### src/rtl/backprop_sequencer.sv
// Backward-pass initiator: buffers forward activations, then walks layers top-down driving the backpropagator.
// Optional watchdog on the completion wait is enabled with `define BP_SEQ_TIMEOUT_EN.
module backprop_sequencer #(
  parameter int NEURON_NUM          = 5,
  parameter int NEURON_OUTPUT_WIDTH = 10,
  parameter int WEIGHT_CELL_WIDTH   = 16,
  parameter int LAYER_ADDR_WIDTH    = 2,
  parameter int LAYER_MAX           = 3,
  parameter int SAMPLE_ADDR_SIZE    = 10,
  parameter int TIMEOUT_CYCLES      = 4096
) (
  input  logic                                                 clk,
  input  logic                                                 rst,
  input  logic                                                 z_wr_en,
  input  logic [LAYER_ADDR_WIDTH:0]                            z_wr_addr,
  input  logic [NEURON_NUM*NEURON_OUTPUT_WIDTH-1:0]            z_wr_data,
  input  logic                                                 train_start,
  input  logic [SAMPLE_ADDR_SIZE-1:0]                          sample_in,
  output logic                                                 bp_start,
  output logic [LAYER_ADDR_WIDTH-1:0]                          bp_layer,
  output logic [SAMPLE_ADDR_SIZE-1:0]                          bp_sample,
  output logic [NEURON_NUM*NEURON_OUTPUT_WIDTH-1:0]            bp_z,
  output logic [NEURON_NUM*NEURON_OUTPUT_WIDTH-1:0]            bp_z_prev,
  input  logic [NEURON_NUM*NEURON_NUM*WEIGHT_CELL_WIDTH-1:0]   bp_weights,
  input  logic                                                 bp_valid,
  input  logic                                                 bp_error,
  output logic [NEURON_NUM*NEURON_NUM*WEIGHT_CELL_WIDTH-1:0]   weights_out,
  output logic [LAYER_ADDR_WIDTH-1:0]                          weights_layer,
  output logic                                                 weights_valid,
  output logic                                                 busy,
  output logic                                                 done,
  output logic                                                 error,
  output logic [1:0]                                           state_dbg
);

  localparam int ZW = NEURON_NUM * NEURON_OUTPUT_WIDTH;
  localparam logic [LAYER_ADDR_WIDTH-1:0] TOP_LAYER = LAYER_ADDR_WIDTH'(LAYER_MAX - 1);
  localparam logic [LAYER_ADDR_WIDTH-1:0] TOP_Z     = LAYER_ADDR_WIDTH'(LAYER_MAX);

  typedef enum logic [1:0] {
    S_IDLE  = 2'd0,
    S_ISSUE = 2'd1,
    S_WAIT  = 2'd2,
    S_DONE  = 2'd3
  } state_t;

  state_t          state;
  logic [ZW-1:0]   zbuf [0:LAYER_MAX];
  logic [LAYER_MAX:0] z_mask;
  logic            bp_valid_q;
  logic            completion;
  logic            timed_out;
  logic            abort;

  // Handshake: bp_start pulses for one cycle with layer/sample/z operands already stable;
  // they hold until the next bp_start. The backpropagator answers by raising bp_valid
  // (a level that may linger between passes); only its 0->1 transition while waiting
  // counts as completion, and bp_weights must be valid on that rising cycle.
  assign completion = bp_valid & ~bp_valid_q;
  assign state_dbg  = state;

`ifdef BP_SEQ_TIMEOUT_EN
  localparam int TW = $clog2(TIMEOUT_CYCLES + 1);
  logic [TW-1:0] wait_cnt;

  always_ff @(posedge clk) begin
    if (rst || state != S_WAIT) begin
      wait_cnt <= '0;
    end else begin
      wait_cnt <= wait_cnt + 1'b1;
    end
  end

  assign timed_out = (state == S_WAIT) && (wait_cnt == TW'(TIMEOUT_CYCLES - 1));
`else
  assign timed_out = 1'b0;
`endif

  // An error during a pass wins over a coincident completion edge.
  assign abort = ((state == S_ISSUE) || (state == S_WAIT)) && (bp_error || timed_out);

  // Activation storage has no reset; the mask tracks which boundaries are valid.
  always_ff @(posedge clk) begin
    if (state == S_IDLE && z_wr_en) begin
      for (int i = 0; i <= LAYER_MAX; i++) begin
        if (z_wr_addr == (LAYER_ADDR_WIDTH + 1)'(i)) begin
          zbuf[i] <= z_wr_data;
        end
      end
    end
  end

  always_ff @(posedge clk) begin
    if (rst) begin
      state         <= S_IDLE;
      z_mask        <= '0;
      bp_valid_q    <= 1'b0;
      bp_start      <= 1'b0;
      bp_layer      <= '0;
      bp_sample     <= '0;
      bp_z          <= '0;
      bp_z_prev     <= '0;
      weights_out   <= '0;
      weights_layer <= '0;
      weights_valid <= 1'b0;
      busy          <= 1'b0;
      done          <= 1'b0;
      error         <= 1'b0;
    end else begin
      bp_valid_q    <= bp_valid;
      bp_start      <= 1'b0;
      weights_valid <= 1'b0;
      done          <= 1'b0;

      if (state == S_IDLE && z_wr_en) begin
        for (int i = 0; i <= LAYER_MAX; i++) begin
          if (z_wr_addr == (LAYER_ADDR_WIDTH + 1)'(i)) begin
            z_mask[i] <= 1'b1;
          end
        end
      end

      case (state)
        S_IDLE: begin
          if (train_start) begin
            if (&z_mask) begin
              bp_sample <= sample_in;
              bp_layer  <= TOP_LAYER;
              bp_z      <= zbuf[TOP_Z];
              bp_z_prev <= zbuf[TOP_LAYER];
              bp_start  <= 1'b1;
              error     <= 1'b0;
              busy      <= 1'b1;
              state     <= S_ISSUE;
            end else begin
              error <= 1'b1;
            end
          end
        end

        S_ISSUE: begin
          if (abort) begin
            error <= 1'b1;
            busy  <= 1'b0;
            state <= S_IDLE;
          end else begin
            state <= S_WAIT;
          end
        end

        S_WAIT: begin
          if (abort) begin
            error <= 1'b1;
            busy  <= 1'b0;
            state <= S_IDLE;
          end else if (completion) begin
            weights_out   <= bp_weights;
            weights_layer <= bp_layer;
            weights_valid <= 1'b1;
            if (bp_layer == '0) begin
              done  <= 1'b1;
              busy  <= 1'b0;
              state <= S_DONE;
            end else begin
              // bp_layer still names the finished layer, so its z_prev is the next pass's z.
              bp_layer  <= bp_layer - 1'b1;
              bp_z      <= zbuf[bp_layer];
              bp_z_prev <= zbuf[bp_layer - 1'b1];
              bp_start  <= 1'b1;
              state     <= S_ISSUE;
            end
          end
        end

        S_DONE: begin
          z_mask <= '0;
          state  <= S_IDLE;
        end

        default: state <= S_IDLE;
      endcase
    end
  end

endmodule

### config.mk
export PLATFORM = sky130hd
export DESIGN_NAME = backprop_sequencer
export DESIGN_NICKNAME = d
export VERILOG_FILES = /design/src/rtl/backprop_sequencer.sv
export SDC_FILE = /design/constraint.sdc
export NUM_CORES = 1
export LEC_CHECK = 0
export BUFFER_PORTS_ARGS = -buffer_cell sky130_fd_sc_hd__buf_2
export CAP_MARGIN = 20
export CORE_AREA = 8 8 384 386
export CTS_BUF_LIST = sky130_fd_sc_hd__clkbuf_4 sky130_fd_sc_hd__clkbuf_8
export DETAILED_ROUTE_END_ITERATION = 10
export DIE_AREA = 0 0 392 394
export PLACE_DENSITY = 0.49
export SKIP_LAST_GASP = 1
export SLEW_MARGIN = 20
export SYNTH_ARGS = -nofsm -noshare
export SYNTH_HDL_FRONTEND = slang
export SYNTH_SLANG_ARGS = --single-unit
### constraint.sdc
create_clock -name clk -period 6.1 [get_ports clk]
set_input_delay 0 -clock clk [delete_from_list [all_inputs] [get_ports clk]]
set_output_delay 0 -clock clk [all_outputs]
set_load 0.03 [all_outputs]
# --- Word level (Yosys, flattened, before mapping) ---
# Memories as Yosys holds them, arrays and structs flattened. A register that Yosys moved wholly into a read port is not among the register bits.
# Cells that the tools add are included.
op_classes:
  n_addsub: 1
  eq_ne: 15
  n_mux: 67
  bitwise_logic: 5
  reduce_logical: 27
ops:
  columns: ["cell", "n"]
  rows:
  - ["$mux 50", 13]
  - ["$pmux 50 s2", 2]
  - ["$reduce_or 50->1", 3]
  - ["$mux 2", 16]
  - ["$mux 1", 31]
  - ["$reduce_and 6->1", 3]
  - ["$ne 2x2->1 const B", 5]
  - ["$reduce_and 3->1", 3]
  - ["$pmux 2 s4", 1]
  - ["$reduce_and 2->1", 4]
  - ["$eq 3x2->1 const B", 2]
  - ["$eq 2x2->1 const B", 2]
  - ["$logic_not 2->1", 2]
  - ["$ne 2x1->1 const B", 2]
  - ["$not 1->1", 4]
  - ["$pmux 1 s2", 2]
  - ["$pmux 2 s2", 1]
  - ["$reduce_and 4->1", 1]
  - ["$reduce_bool 2->1", 2]
  - ["$reduce_or 2->1", 2]
  - ["$reduce_or 4->1", 1]
  - ["$eq 3x1->1 const B", 1]
  - ["$logic_not 3->1", 1]
  - ["$ne 3x2->1 const B", 1]
  - ["other kinds (9)", 10]
totals:
  ff_bits: 526
  ramBits: 200
  in_bits: 469
  output_inout_bits: 521
  wordCells: 133
  mem_count: 1
memory_table:
  columns: ["name", "words", "word_bits", "read_ports", "rd_ports_with_merged_regs", "wr", "line", "text"]
  rows:
  - ["zbuf", 4, 50, 4, 1, 1, "48", "logic [ZW-1:0] zbuf [0:LAYER_MAX];"]

# --- Longest topological paths before layout ---
# Gate-level depths: netlist (run 1).
depth:
  ltp_word: 8
  depth_mapped: 9
  mapped_depth_nobuf: 6

# --- Least setup slack after synthesis (run 1) ---
# No wires, ideal clock.
synth_path:
  path_type: "register to register"
  startpoint: "register state[0], in the netlist state_dbg[0]"
  endpoint: "memory zbuf[0][0] (netlist name), enable pin"
  setup_time_ps: 522
  arrival_time_ps: 4493
  t_required_ps: 5578
  setup_slack_ps: 1084
  stages_incl_launch_ff: 5
  path_buffers: 0
  period_less_slack_ps: 5016
  path_cell_list: "dfxtp_1 inv_1 ha_1 nand3b_1 nor3_1"
synth_between:
  elab_chain_cells: 8
  word_cells_on_any_way: 19
  cone_classes: "mux: 14; reduce/logical: 5"
synth_rtl:
  columns: ["item", "line", "text"]
  rows:
  - ["start: declaration", "47", "state_t state;"]
  - ["start signal: assignment", "95", "state <= S_IDLE;"]
  - ["start signal: assignment", "134", "state <= S_ISSUE;"]
  - ["start signal: assignment", "145", "state <= S_IDLE;"]
  - ["$logic_not 2->1 (*)", "84", "if (state == S_IDLE && z_wr_en) begin"]
  - ["$logic_and 1x1->1 (*)", "84", null]
  - ["$mux 1", "84", null]
  - ["$mux 1 (implied by the code)", "87", "zbuf[i] <= z_wr_data;"]
  - ["$reduce_or 50->1 (no line)", null, null]
  - ["$mux 2 (no line) or $mux 1 (tied branches) (3 in a row)", null, null]
  - ["end: declaration", "48", null]
# Mark *: on every way between the ends. The rest lies on a longest branch, timed or not.

# --- Final worst setup path (run 1) ---
layout_path:
  startpoint: "register state[1], in the netlist state_dbg[1]"
  endpoint: "register weights_out[17]"
layout_between:
  elab_chain_cells: 5
  word_cells_on_any_way: 6
  cone_classes: "eq/ne: 2; bitwise: 1; reduce/logical: 3"
layout_rtl:
  columns: ["item", "line", "text"]
  rows:
  - ["$eq 2x1->1 or $eq 2x2->1 (tied branches)", "80, 123", null]
  - ["$logic_or 1x1->1", "80", "assign abort = ((state == S_ISSUE) || (state == S_WAIT)) && (bp_error || timed_out);"]
  - ["$logic_and 1x1->1", "80", null]
  - ["$not 1->1 (no line)", null, null]
  - ["$reduce_and 3->1 (no line) (*)", null, null]
  - ["end signal: assignment", "157", "weights_out <= bp_weights;"]
  - ["end: declaration", "27", "output logic [NEURON_NUM*NEURON_NUM*WEIGHT_CELL_WIDTH-1:0] weights_out,"]
# Marks and branches as above.
# A chain may end at the register's enable or synchronous reset.

==> flow_metrics.py, run 1 <==
metrics = {
    "critical_path": {
        "worst-path-buf-inv": 4,
        "arrival_ns": 4.66,
        "critPathMaxStageDelay_ns": 0.59,
        "crit_chain": "inv_1 -> ha_1 -> nand2_1 -> nand3_4 -> buf_4 -> buf_12 -> nand2_1 -> a21oi_1 -> dlygate4sd3_1",
        "r2r_end": "weights_out[17]$_SDFFE_PP0P_",
        "start_kind": "flop",
        "rr_worst_depth": 9,
        "cp.required_ns": 6.89,
        "r2r_slack_ns": 2.23,
        "rr_startpoint": "state_dbg[1]$_SDFFE_PP0P_",
        "crit_cells": 9,
        "startpoint": "state_dbg[1]$_SDFFE_PP0P_",
        "critPathSlowestCell": "dlygate4sd3_1",
        "cp_common_cell": "nand2_1",
        "crit_path_end": "weights_out[17]$_SDFFE_PP0P_",
        "crit_family": "buffers and inverters",
        "cp_max_fo": 190,
        "critPathKind": "reg -> reg",
        "end_kind": "flop",
    },
    "route": {
        "drc": 0,
        "vias": 29190,
        "viasPerCell": 4.342,
        "routed.top_layer": "met5",
        "wl_met2_mm": 67.00,
        "drtPass1Iterations": 5,
        "m1WireLength_mm": 52.45,
        "ant_nets": 0,
        "wl_per_cell_um": 20.43,
        "drt-total-wl_mm": 137.3,
        "met3_length_mm": 12.03,
        "drtIter0Drc": 1682,
    },
    "final_layout": {
        "final_layout_size_suffix_gt1_share_pct": 31.50,
        "syn_to_final_growth_pct": 71.42,
        "final_core_util_pct": 34.40,
        "fin_nets": 5187,
    },
    "logic_synthesis": {
        "ys_ff_latch": 728,
        "synth_edf_count": 200,
        "syn_area_um2": 28280,
        "ys_seq_area_share_pct": 58.62,
        "async_reset_ff_share_pct": 0,
        "yosys_most_used_dff": "dfxtp_1",
        "yosysUniqueCellTypes": 41,
        "synth_cells": 2718,
        "ys_warn_count": 0,
        "synth_fp_nets": 3196,
        "synth_area_per_cell_um2": 10.40,
    },
    "cts": {
        "insertion_delay_ns": 0.86,
        "cts.sinks": 728,
        "htreeDepth": 4,
        "postCtsSetupRepairBufs": 0,
        "cts_buffers": 137,
        "cts_tree": "built",
        "cts_resized": 0,
        "clockBufferDepth": 3,
        "path_clk_slew_ns": 0.06,
        "root_buffer": "clkbuf_8",
    },
    "floorplan": {
        "die_y_um": 394,
        "core.rowCount": 138,
        "initial_core_util_pct": 20.07,
        "io_pins": 990,
        "dieArea_um2": 154400,
        "core_um2": 140900,
        "die_x_um": 392,
    },
    "timing": {
        "finClkSkew_ns": 0.05259,
        "rsz0062_at_grt": "false",
        "holdWs_ns": 0.06916,
        "fin_crit_sh_pct": 63.43,
        "drv_slew": 0,
        "worstMarginPinSlew_ns": 1.118,
        "fin_ws_ns": 2.231,
        "max_freq_mhz": 258.5,
        "fin_tns_setup_ns": 0,
        "relSlewSlack_pct": 25.48,
        "setup_viol": 0,
        "final_hold_viol_count": 0,
        "min_period_ns": 3.869,
    },
    "min_path": {
        "hold_class": "in -> reg",
    },
    "global_route": {
        "grt_pass1_vias": 30790,
        "grt_antenna_before_repair": 25,
        "track_usage_pct": 16.74,
        "grt_max_degree": 191,
        "grt_pass1_wl_mm": 198.5,
        "grt_overflow": 0,
    },
    "job": {
        "cap_violations": 0,
    },
    "placement": {
        "pre_cts_slack_ns": 2.632,
        "place_congestion": 0.9293,
        "port_buffers": 989,
        "hpwl_mm": 86.87,
    },
    "power_and_ir_drop": {
        "p_per_area_nw_per_um2": 247.7,
        "p_leak_nw": 19.34,
        "ir_drop_mv": 0.1624,
    },
    "status": {
        "status": "finished, final reports clean",
    },
}
[flip-flops by register name, summed over array words and instances, names as in the netlist, named ones only]
register       cells
bp_start           1
busy               1
state_dbg          2
error              1
bp_valid_q         1
weights_valid      1
bp_sample         10
weights_layer      2
weights_out      400
bp_layer           2
done               1
z_mask             4
bp_z              50
bp_z_prev         50
zbuf             200
[worst register-to-register path, delay by kind of cell (launching register included)]
kind | cells | cell delay [ns]
buf+inv | 4 | 1.78
simple gates | 3 | 0.98
flops | 1 | 0.49
fa+ha+maj | 1 | 0.41
compound gates | 1 | 0.19
[kinds of logic after synthesis]
logic type,Yosys count,synth area share (%)
muxes,161,7.911
adders and majority gates,9,0.3982
buffers and inverters,234,3.810
and+or+nand+nor,908,12.76
AOI/OAI and AO/OA,678,16.50
DFF,728,58.62
[metrics by stage]
| step | total power, mW | cell area [µm²] | instances |
|---|---|---|---|
| final | 12.01 | 48470 | 6721 |
| after detailed placement | 6.589 | 34960 | 5402 |
| after CTS | 12.18 | 48410 | 6699 |
| after floorplan | 6.082 | 28280 | 2718 |
| after global placement | 6.588 | 34960 | 5402 |
| after global routing | 12.50 | 48460 | 6717 |
[repair_timing]
| item | in CTS | in global routing |
|---|---|---|
| hold buffers | 1058 | 0 |
| endpoints found under the setup margin | 0 | 0 |
| hold endpoints to repair | 771 | 0 |
[cell usage after synthesis (2+ instances only)]
cell type | n | area [µm²]
a21oi_2 | 70 | 613.1
ha_1 | 9 | 112.6
o221a_2 | 48 | 540.5
nand2b_1 | 53 | 331.6
buf_4 | 8 | 60.06
a311oi_1 | 5 | 43.79
inv_1 | 8 | 30.03
clkbuf_1 | 152 | 570.6
mux4_2 | 50 | 1126
nor2b_1 | 3 | 18.77
buf_2 | 33 | 165.2
a211oi_2 | 80 | 1001
nand2_1 | 806 | 3025
buf_6 | 5 | 56.30
nand3_1 | 6 | 30.03
mux2i_1 | 111 | 1111
nor3_1 | 12 | 60.06
o21ai_0 | 5 | 25.02
and3_1 | 2 | 12.51
buf_8 | 8 | 120.1
o21a_1 | 2 | 15.01
and2_1 | 2 | 12.51
a211oi_1 | 19 | 142.6
nor2_1 | 18 | 67.56
buf_1 | 20 | 75.07
edfxtp_1 | 200 | 6006
a21oi_1 | 442 | 2212
dfxtp_1 | 528 | 10570
[layer usage]
layer | GRT usage (%) | up-vias
li1 | - | 13480
met1 | 18.47 | 14160
met2 | 28.72 | 1225
met3 | 5.728 | 322
met4 | 7.996 | 2
met5 | 0 | -
[layout by cell type, fill, tap and decap left out, types with 5 or more instances in the layout]
cell type         n
dlygate4sd3_1  1058
buf_2           988
nand2_1         806
dfxtp_1         525
a21oi_1         442
edfxtp_1        200
clkbuf_8        151
mux2i_1         111
a211oi_2         80
a21oi_2          70
nand2b_1         52
mux4_2           50
o221a_2          48
clkbuf_4         46
buf_4            24
diode_2          22
a211oi_1         19
nor2_1           17
clkinv_2         14
clkinv_1         10
inv_1             8
nor3_1            8
ha_1              7
buf_12            7
o21ai_0           5
a311oi_1          5
clkinv_8          5
inv_12            5
[power by group]
group          internal (mW)  leakage, nW  total [mW]  switching (mW)
logic                  0.833         11.7        1.76           0.930
registers               5.10         6.08        5.21           0.106
clock network           2.77         1.51        5.04            2.27
total                   8.70         19.3        12.0            3.31
[cell type report]
cell class | instances | area [µm²]
tap | 1890 | 2365
sequential | 728 | 16580
timing repair buffer | 2078 | 15870
multi-input combinational | 1756 | 10710
fill | 13910 | 92420
clock inverter | 42 | 436.7
inverter | 8 | 30.03
clock buffer | 197 | 2424
antenna | 22 | 55.05
[worst min-delay path by stage]
| stage | startpoint | end | slack (ns) | cells after the start |
|---|---|---|---|---|
| 2_1_floorplan | z_wr_data[0] | zbuf[0][0]$_DFFE_PP_ | 0.1 | 0 |
| 3_3_place_gp | z_wr_data[14] | zbuf[2][14]$_DFFE_PP_ | 0.22 | 1 |
| 3_5_place_dp | z_wr_data[36] | zbuf[3][36]$_DFFE_PP_ | 0.22 | 1 |
| 4_1_cts | rst | weights_out[32]$_SDFFE_PP0P_ | 0.001 | 3 |
| 5_1_grt | z_wr_data[7] | zbuf[0][7]$_DFFE_PP_ | 0.03 | 2 |
| 6_report | z_wr_data[7] | zbuf[0][7]$_DFFE_PP_ | 0.07 | 2 |
(Power assumes the default switching activity.)
==> run 2: changes to the inputs <==
--- a/config.mk
+++ b/config.mk
@@ -7,11 +7,11 @@
 export LEC_CHECK = 0
 export BUFFER_PORTS_ARGS = -buffer_cell sky130_fd_sc_hd__buf_2
 export CAP_MARGIN = 20
-export CORE_AREA = 8 8 384 386
+export CORE_AREA = 8 8 381 383
 export CTS_BUF_LIST = sky130_fd_sc_hd__clkbuf_4 sky130_fd_sc_hd__clkbuf_8
 export DETAILED_ROUTE_END_ITERATION = 10
-export DIE_AREA = 0 0 392 394
-export PLACE_DENSITY = 0.49
+export DIE_AREA = 0 0 389 391
+export PLACE_DENSITY = 0.51
 export SKIP_LAST_GASP = 1
 export SLEW_MARGIN = 20
 export SYNTH_ARGS = -nofsm -noshare
==> constraint.sdc (replaced) <==
create_clock -name clk -period 3.2 [get_ports clk]
set_input_delay 0 -clock clk [delete_from_list [all_inputs] [get_ports clk]]
set_output_delay 0 -clock clk [all_outputs]
set_load 0.03 [all_outputs]
==> flow_metrics.py, run 2 <==
metrics = {
    "status": {
        "status": "did not finish",
        "haltStage": "4_1_cts",
        "stop_error": "[ERROR RSZ-0060] Max buffer count reached.",
    },
    "logic_synthesis": {
        "synthMostInstantiatedCell": "nand2_1",
        "syn_area_um2": 28280,
        "synth_top_area_share_pct": 37.38,
        "muxShareOfSynthArea_pct": 7.911,
        "async_reset_ff_share_pct": 0,
        "synth_edf_count": 200,
        "ys_warn_count": 0,
        "synthAdderAreaFrac_pct": 0.3982,
        "synth_largest_area_cell": "dfxtp_1",
        "ys_ff_latch": 728,
        "synthSimpleGateAreaFrac_pct": 12.76,
        "synthXorXnorAreaFrac_pct": 0,
        "synth.area.top_cells": "dfxtp_1, edfxtp_1, nand2_1",
        "synth_fp_nets": 3196,
        "synth_compound_area_share_pct": 16.50,
        "synth_area_per_cell_um2": 10.40,
        "yosysUniqueCellTypes": 41,
        "ys_seq_area_share_pct": 58.62,
        "synth_top_family_by_area": "compound AO/OA/AOI/OAI gates",
        "yosys_most_used_dff": "dfxtp_1",
        "netlist_top_cells_count": "nand2_1, dfxtp_1, a21oi_1, edfxtp_1, clkbuf_1",
        "synth_cells": 2718,
    },
    "cts": {
        "ctsHoldBuffers": 1120,
        "clockBufferDepth": 3,
        "htreeDepth": 4,
        "cts_buffers": 134,
        "cts.sinks": 728,
        "cts_resized": 0,
        "root_buffer": "clkbuf_8",
        "postCtsSetupRepairBufs": 0,
    },
    "floorplan": {
        "core.rowCount": 137,
        "io_pins": 990,
        "die_y_um": 391,
        "die_x_um": 389,
        "initial_core_util_pct": 20.37,
    },
    "placement": {
        "hpwl_mm": 91.74,
        "port_buffers": 989,
        "place_congestion": 0.9292,
    },
}
## run 2: cells by family after synthesis
family	count (synthesis)
buf+inv	234
fa+ha+maj	9
compound gates	678
flops	728
mux	161
simple gates	908
## run 2: metrics by stage
step / setup slack [ns] / hold slack [ns] / instances / cell area, µm²
global placement: 0.5781 / 0.2200 / 5362 / 35460
floorplan: -0.3189 / 0.09887 / 2718 / 28300
detailed placement: 0.5224 / 0.2182 / 5362 / 35460
==> run 3: changes to the inputs <==
--- a/config.mk
+++ b/config.mk
@@ -7,11 +7,10 @@
 export LEC_CHECK = 0
 export BUFFER_PORTS_ARGS = -buffer_cell sky130_fd_sc_hd__buf_2
 export CAP_MARGIN = 20
-export CORE_AREA = 8 8 381 383
-export CTS_BUF_LIST = sky130_fd_sc_hd__clkbuf_4 sky130_fd_sc_hd__clkbuf_8
+export CORE_AREA = 8 8 378 380
 export DETAILED_ROUTE_END_ITERATION = 10
-export DIE_AREA = 0 0 389 391
-export PLACE_DENSITY = 0.51
+export DIE_AREA = 0 0 386 388
+export PLACE_DENSITY_LB_ADDON = 0.15
 export SKIP_LAST_GASP = 1
 export SLEW_MARGIN = 20
 export SYNTH_ARGS = -nofsm -noshare
==> constraint.sdc (replaced) <==
create_clock -name clk -period 4.16 [get_ports clk]
set_input_delay 0 -clock clk [delete_from_list [all_inputs] [get_ports clk]]
set_output_delay 0 -clock clk [all_outputs]
set_load 0.03 [all_outputs]
==> flow_metrics.py, run 3 (synthesized netlist as in run 1, its figures left out) <==
metrics = {
    "cts": {
        "root_buffer": "clkbuf_16",
        "cts_tree": "built",
        "cts.sinks": 728,
        "postCtsSetupRepairBufs": 0,
        "path_clk_slew_ns": 0.06,
        "htreeDepth": 3,
        "insertion_delay_ns": 0.71,
        "clockBufferDepth": 3,
        "cts_buffers": 91,
    },
    "floorplan": {
        "io_pins": 990,
        "dieArea_um2": 149800,
        "initial_core_util_pct": 20.70,
        "core.rowCount": 136,
        "die_y_um": 388,
        "die_x_um": 386,
        "core_um2": 136600,
    },
    "job": {
        "cap_violations": 0,
    },
    "timing": {
        "worstMarginPinSlew_ns": 0.9900,
        "finClkSkew_ns": 0.02602,
        "rsz0062_at_grt": "false",
        "setup_viol": 0,
        "final_hold_viol_count": 0,
        "min_period_ns": 3.220,
        "fin_crit_sh_pct": 77.40,
        "drv_slew": 0,
        "fin_ws_ns": 0.9400,
        "max_freq_mhz": 310.6,
        "relSlewSlack_pct": 34.00,
    },
    "placement": {
        "place_congestion": 0.8329,
        "pre_cts_slack_ns": 1.280,
        "hpwl_mm": 107.6,
        "port_buffers": 989,
        "placed_cells": 5335,
    },
    "power_and_ir_drop": {
        "p_switching_mw": 4.863,
        "netSwitchingFraction_pct": 26.79,
        "p_leak_nw": 17.25,
        "ir_drop_mv": 0.3327,
        "seqPwrFrac_pct": 42.2,
        "p_int_mw": 13.29,
        "p_clk_share_pct": 45.0,
        "combPwrFrac_pct": 12.8,
        "p_per_area_nw_per_um2": 413.2,
    },
    "route": {
        "drc": 0,
        "ant_nets": 0,
        "drt-total-wl_mm": 146.2,
        "drtPass1Iterations": 5,
        "vias": 26330,
        "viasPerCell": 4.336,
        "drtIter0Drc": 1368,
        "wl_per_cell_um": 24.07,
    },
    "final_layout": {
        "top_regs": "weights_out (400), zbuf (200)",
        "final_common_cell": "buf_2",
        "largest-register": "weights_out",
        "syn_to_final_growth_pct": 55.38,
        "fin_nets": 4670,
        "final_layout_size_suffix_gt1_share_pct": 33.95,
        "stdcell_count": 6072,
        "layout_common_cells": "buf_2, nand2_1, dlygate4sd3_1",
        "largest_register_ffs": 400,
    },
    "critical_path": {
        "cp.required_ns": 4.54,
        "start_kind": "flop",
        "crit_chain": "inv_1 -> ha_1 -> nand3b_1 -> dlygate4sd3_1 -> nor3_2 -> buf_4",
        "critPathKind": "reg -> reg",
        "cp_max_fo": 12,
        "arrival_ns": 3.60,
        "critPathMaxStageDelay_ns": 0.70,
        "critPathSlowestCell": "nor3_2",
        "end_kind": "flop",
    },
    "global_route": {
        "grt_pass1_wl_mm": 202.1,
        "grt_max_degree": 102,
        "grt_pass1_vias": 27150,
        "track_usage_pct": 18.42,
        "grt_antenna_before_repair": 27,
        "grt_overflow": 0,
    },
    "status": {
        "status": "finished, final reports clean",
    },
    "min_path": {
        "hold_class": "in -> reg",
    },
}
==> run 3: path summary, 6_finish.rpt <==
kind                            startpoint                             to  cells past startpoint  slack, ns
min                          z_wr_data[19]          zbuf[0][19]$_DFFE_PP_                      2       0.08
min reg2reg  weights_out[112]$_SDFFE_PP0P_  weights_out[112]$_SDFFE_PP0P_                      2       0.45
max              state_dbg[0]$_SDFFE_PP0P_          zbuf[0][12]$_DFFE_PP_                      6       0.94
max reg2reg      state_dbg[0]$_SDFFE_PP0P_          zbuf[0][12]$_DFFE_PP_                      6       0.94
==> run 3: layout make-up <==
| cell class | instances | area, µm² |
|---|---|---|
| fill | 14270 | 92700 |
| sequential | 728 | 16580 |
| timing repair buffer | 1607 | 11280 |
| multi-input combinational | 1756 | 10700 |
| clock buffer | 133 | 2605 |
| tap | 1794 | 2245 |
| clock inverter | 33 | 459.2 |
| antenna | 13 | 32.53 |
| inverter | 8 | 30.03 |
==> run 3: power groups by stage <==
stage / clock network [mW] / registers (mW) / logic, mW
after CTS: 8.44 / 7.67 / 2.36
after global routing: 8.70 / 7.69 / 2.47
after global placement: 0 / 7.83 / 1.93
final: 8.16 / 7.66 / 2.33
after floorplan: 0 / 8.02 / 0.898
after detailed placement: 0 / 7.82 / 1.93
==> run 3: through the flow <==
stage          hold WS [ns]  total power [mW]  util, %  cell area, µm²  setup TNS (ns)
2_1_floorplan       0.09887             8.919        -           28280         -170.45
3_3_place_gp         0.2238             9.760    25.80           35260               0
3_5_place_dp         0.2191             9.757    25.80           35260               0
4_1_cts          0.00006389             18.47    32.13           43910               0
5_1_grt             0.04706             18.85    32.15           43930               0
6_report            0.07505             18.15    32.16           43940               0
==> run 3: worst max-delay path: cells and delay by family, from the launching register on <==
family | cells | cell delay, ns
adders and majority gates | 1 | 0.36
and+or+nand+nor | 2 | 0.96
buffers and inverters | 3 | 1.20
DFF | 1 | 0.37
==> run 3: layer usage <==
| metal | up-vias | track usage [%] | share of wire, % |
|---|---|---|---|
| met5 | - | 0 | 0.063 |
| met4 | 16 | 7.294 | 3.8 |
| met3 | 211 | 5.952 | 8.3 |
| met2 | 872 | 30.27 | 47 |
| met1 | 12790 | 22.21 | 41 |
| li1 | 12440 | - | - |
==> run 3: repair_timing <==
| action | CTS | global route |
|---|---|---|
| hold buffers | 558 | 0 |
| gates resized for setup | 0 | 0 |
| hold endpoints to repair | 795 | 0 |
==> run 4: changes to the inputs <==
==> constraint.sdc (replaced) <==
create_clock -name clk -period 3.3 [get_ports clk]
set_input_delay 0 -clock clk [delete_from_list [all_inputs] [get_ports clk]]
set_output_delay 0 -clock clk [all_outputs]
set_load 0.03 [all_outputs]
==> flow_metrics.py, run 4 (synthesized netlist as in run 1, its figures left out) <==
metrics = {
    "status": {
        "status": "finished, final reports clean",
    },
    "timing": {
        "setup_viol": 0,
        "drv_slew": 0,
        "finClkSkew_ns": 0.02615,
        "fin_tns_setup_ns": 0,
        "min_period_ns": 3.114,
        "worstMarginPinSlew_ns": 0.8742,
        "rsz0062_at_grt": "true",
        "fin_crit_sh_pct": 94.35,
        "max_freq_mhz": 321.2,
        "fin_ws_ns": 0.1863,
        "final_hold_viol_count": 0,
        "relSlewSlack_pct": 41.72,
    },
    "critical_path": {
        "r2r_end": "weights_out[373]$_SDFFE_PP0P_",
        "r2r_slack_ns": 0.19,
        "rr_worst_depth": 9,
        "arrival_ns": 3.72,
        "cp_max_fo": 61,
        "worst-path-buf-inv": 4,
        "critPathSlowestCell": "dlygate4sd3_1",
        "crit_chain": "inv_1 -> ha_1 -> nand2_1 -> and3_4 -> buf_12 -> buf_12 -> nand2_1 -> a21oi_1 -> dlygate4sd3_1",
        "cp.required_ns": 3.91,
        "crit_family": "buffers and inverters",
        "start_kind": "flop",
        "critPathMaxStageDelay_ns": 0.57,
        "end_kind": "flop",
        "rr_startpoint": "state_dbg[0]$_SDFFE_PP0P_",
        "critPathKind": "reg -> reg",
    },
    "final_layout": {
        "top_regs": "weights_out (400), zbuf (200)",
        "final_layout_size_suffix_gt1_share_pct": 34.33,
        "final_core_util_pct": 32.12,
        "fillCellCount": 14340,
        "final_common_cell": "buf_2",
        "syn_to_final_growth_pct": 55.23,
        "largest-register": "weights_out",
        "fin_nets": 4665,
        "layout_common_cells": "buf_2, nand2_1, dlygate4sd3_1",
        "stdcell_count": 6073,
        "largest_register_ffs": 400,
    },
    "floorplan": {
        "initial_core_util_pct": 20.70,
        "die_x_um": 386,
        "core.rowCount": 136,
        "dieArea_um2": 149800,
        "core_um2": 136600,
        "die_y_um": 388,
        "io_pins": 990,
    },
    "route": {
        "m1WireLength_mm": 58.31,
        "ant_nets": 0,
        "drtIter0Drc": 1467,
        "drtPass1Iterations": 5,
        "routed.top_layer": "met5",
        "met3_length_mm": 12.96,
        "drc": 0,
        "wl_met2_mm": 68.08,
        "vias": 26120,
        "wl_per_cell_um": 23.64,
        "drt-total-wl_mm": 143.5,
        "viasPerCell": 4.301,
    },
    "job": {
        "cap_violations": 0,
    },
    "global_route": {
        "grt_max_degree": 122,
        "grt_antenna_before_repair": 31,
        "grt_pass1_vias": 26390,
        "grt_overflow": 0,
        "track_usage_pct": 18.01,
        "grt_pass1_wl_mm": 198.0,
    },
    "min_path": {
        "hold_class": "in -> reg",
        "hold_depth": 2,
        "hold_path_startpoint": "z_wr_data[26]",
        "holdPathEnd": "zbuf[2][26]$_DFFE_PP_",
    },
    "power_and_ir_drop": {
        "power_mw": 22.55,
        "ir_drop_mv": 0.3457,
        "p_leak_nw": 17.24,
        "p_per_area_nw_per_um2": 513.8,
    },
    "cts": {
        "cts_tree": "built",
        "cts_buffers": 90,
        "root_buffer": "clkbuf_16",
        "clockBufferDepth": 3,
        "insertion_delay_ns": 0.69,
        "path_clk_slew_ns": 0.06,
        "htreeDepth": 3,
        "cts.sinks": 728,
    },
    "placement": {
        "hpwl_mm": 106.3,
        "pre_cts_slack_ns": 0.6624,
        "placed_cells": 5342,
        "port_buffers": 989,
        "place_congestion": 0.8461,
    },
}
-- run 4: changes by cell type in the layout (fill, tap and decap cells not counted), sizes merged --
cell         before   now
inv              11    13
clkinv           20    24
dlygate4sd3     558   547
bufinv            7     4
clkbuf          133   128
buf            1049  1056
diode            13    20
-- run 4: how the worst max path moves through the flow --
stage,cells after the start,slack [ns],to,startpoint
finish,9,0.19,weights_out[373]$_SDFFE_PP0P_,state_dbg[0]$_SDFFE_PP0P_
global route,8,-0.004,weights_out[103]$_SDFFE_PP0P_,state_dbg[0]$_SDFFE_PP0P_
CTS,9,0.20,weights_out[373]$_SDFFE_PP0P_,state_dbg[0]$_SDFFE_PP0P_
detailed placement,7,0.66,bp_z_prev[8]$_SDFFE_PP0P_,state_dbg[0]$_SDFFE_PP0P_
global placement,7,0.76,bp_z[13]$_SDFFE_PP0P_,state_dbg[0]$_SDFFE_PP0P_
floorplan,4,-0.22,zbuf[3][0]$_DFFE_PP_,state_dbg[0]$_SDFFE_PP0P_
-- run 4: repair_timing --
item	in CTS	in global routing
hold buffers	547	0
resized for setup	0	2
endpoints found under the hold margin	780	0
setup endpoints to repair	0	4
setup buffers	0	0
-- run 4: where the power goes --
part	internal [mW]	switching [mW]	total (mW)
Clock	5.85	4.18	10.0
Combinational	1.24	1.63	2.87
Sequential	9.43	0.224	9.65
Total	16.5	6.04	22.6
-- run 4: layout make-up --
type                    count  area (µm²)  share of cell area, %
clock buffers             128        2608                  5.940
inverters                   8       30.03                0.06841
well taps                1794        2245                  5.114
repair buffers           1603       11270                  25.66
multi-input cells        1756       10730                  24.44
diodes                     20       50.05                 0.1140
clock inverters            36       389.1                 0.8865
flip-flops and latches    728       16580                  37.78
-- run 4: stage by stage --
step                hold slack (ns)  instance area (µm²)
floorplan                   0.09887                28300
global placement             0.2224                35360
detailed placement           0.2222                35360
CTS                        0.002985                43830
global route                0.02580                43860
finish                      0.07781                43900
-- run 4: routing by layer --
metal / vias to the layer above / GRT usage, %
li1: 12430 / -
met1: 12590 / 21.67
met2: 897 / 29.95
met3: 183 / 6.551
met4: 16 / 5.379
met5: - / 0
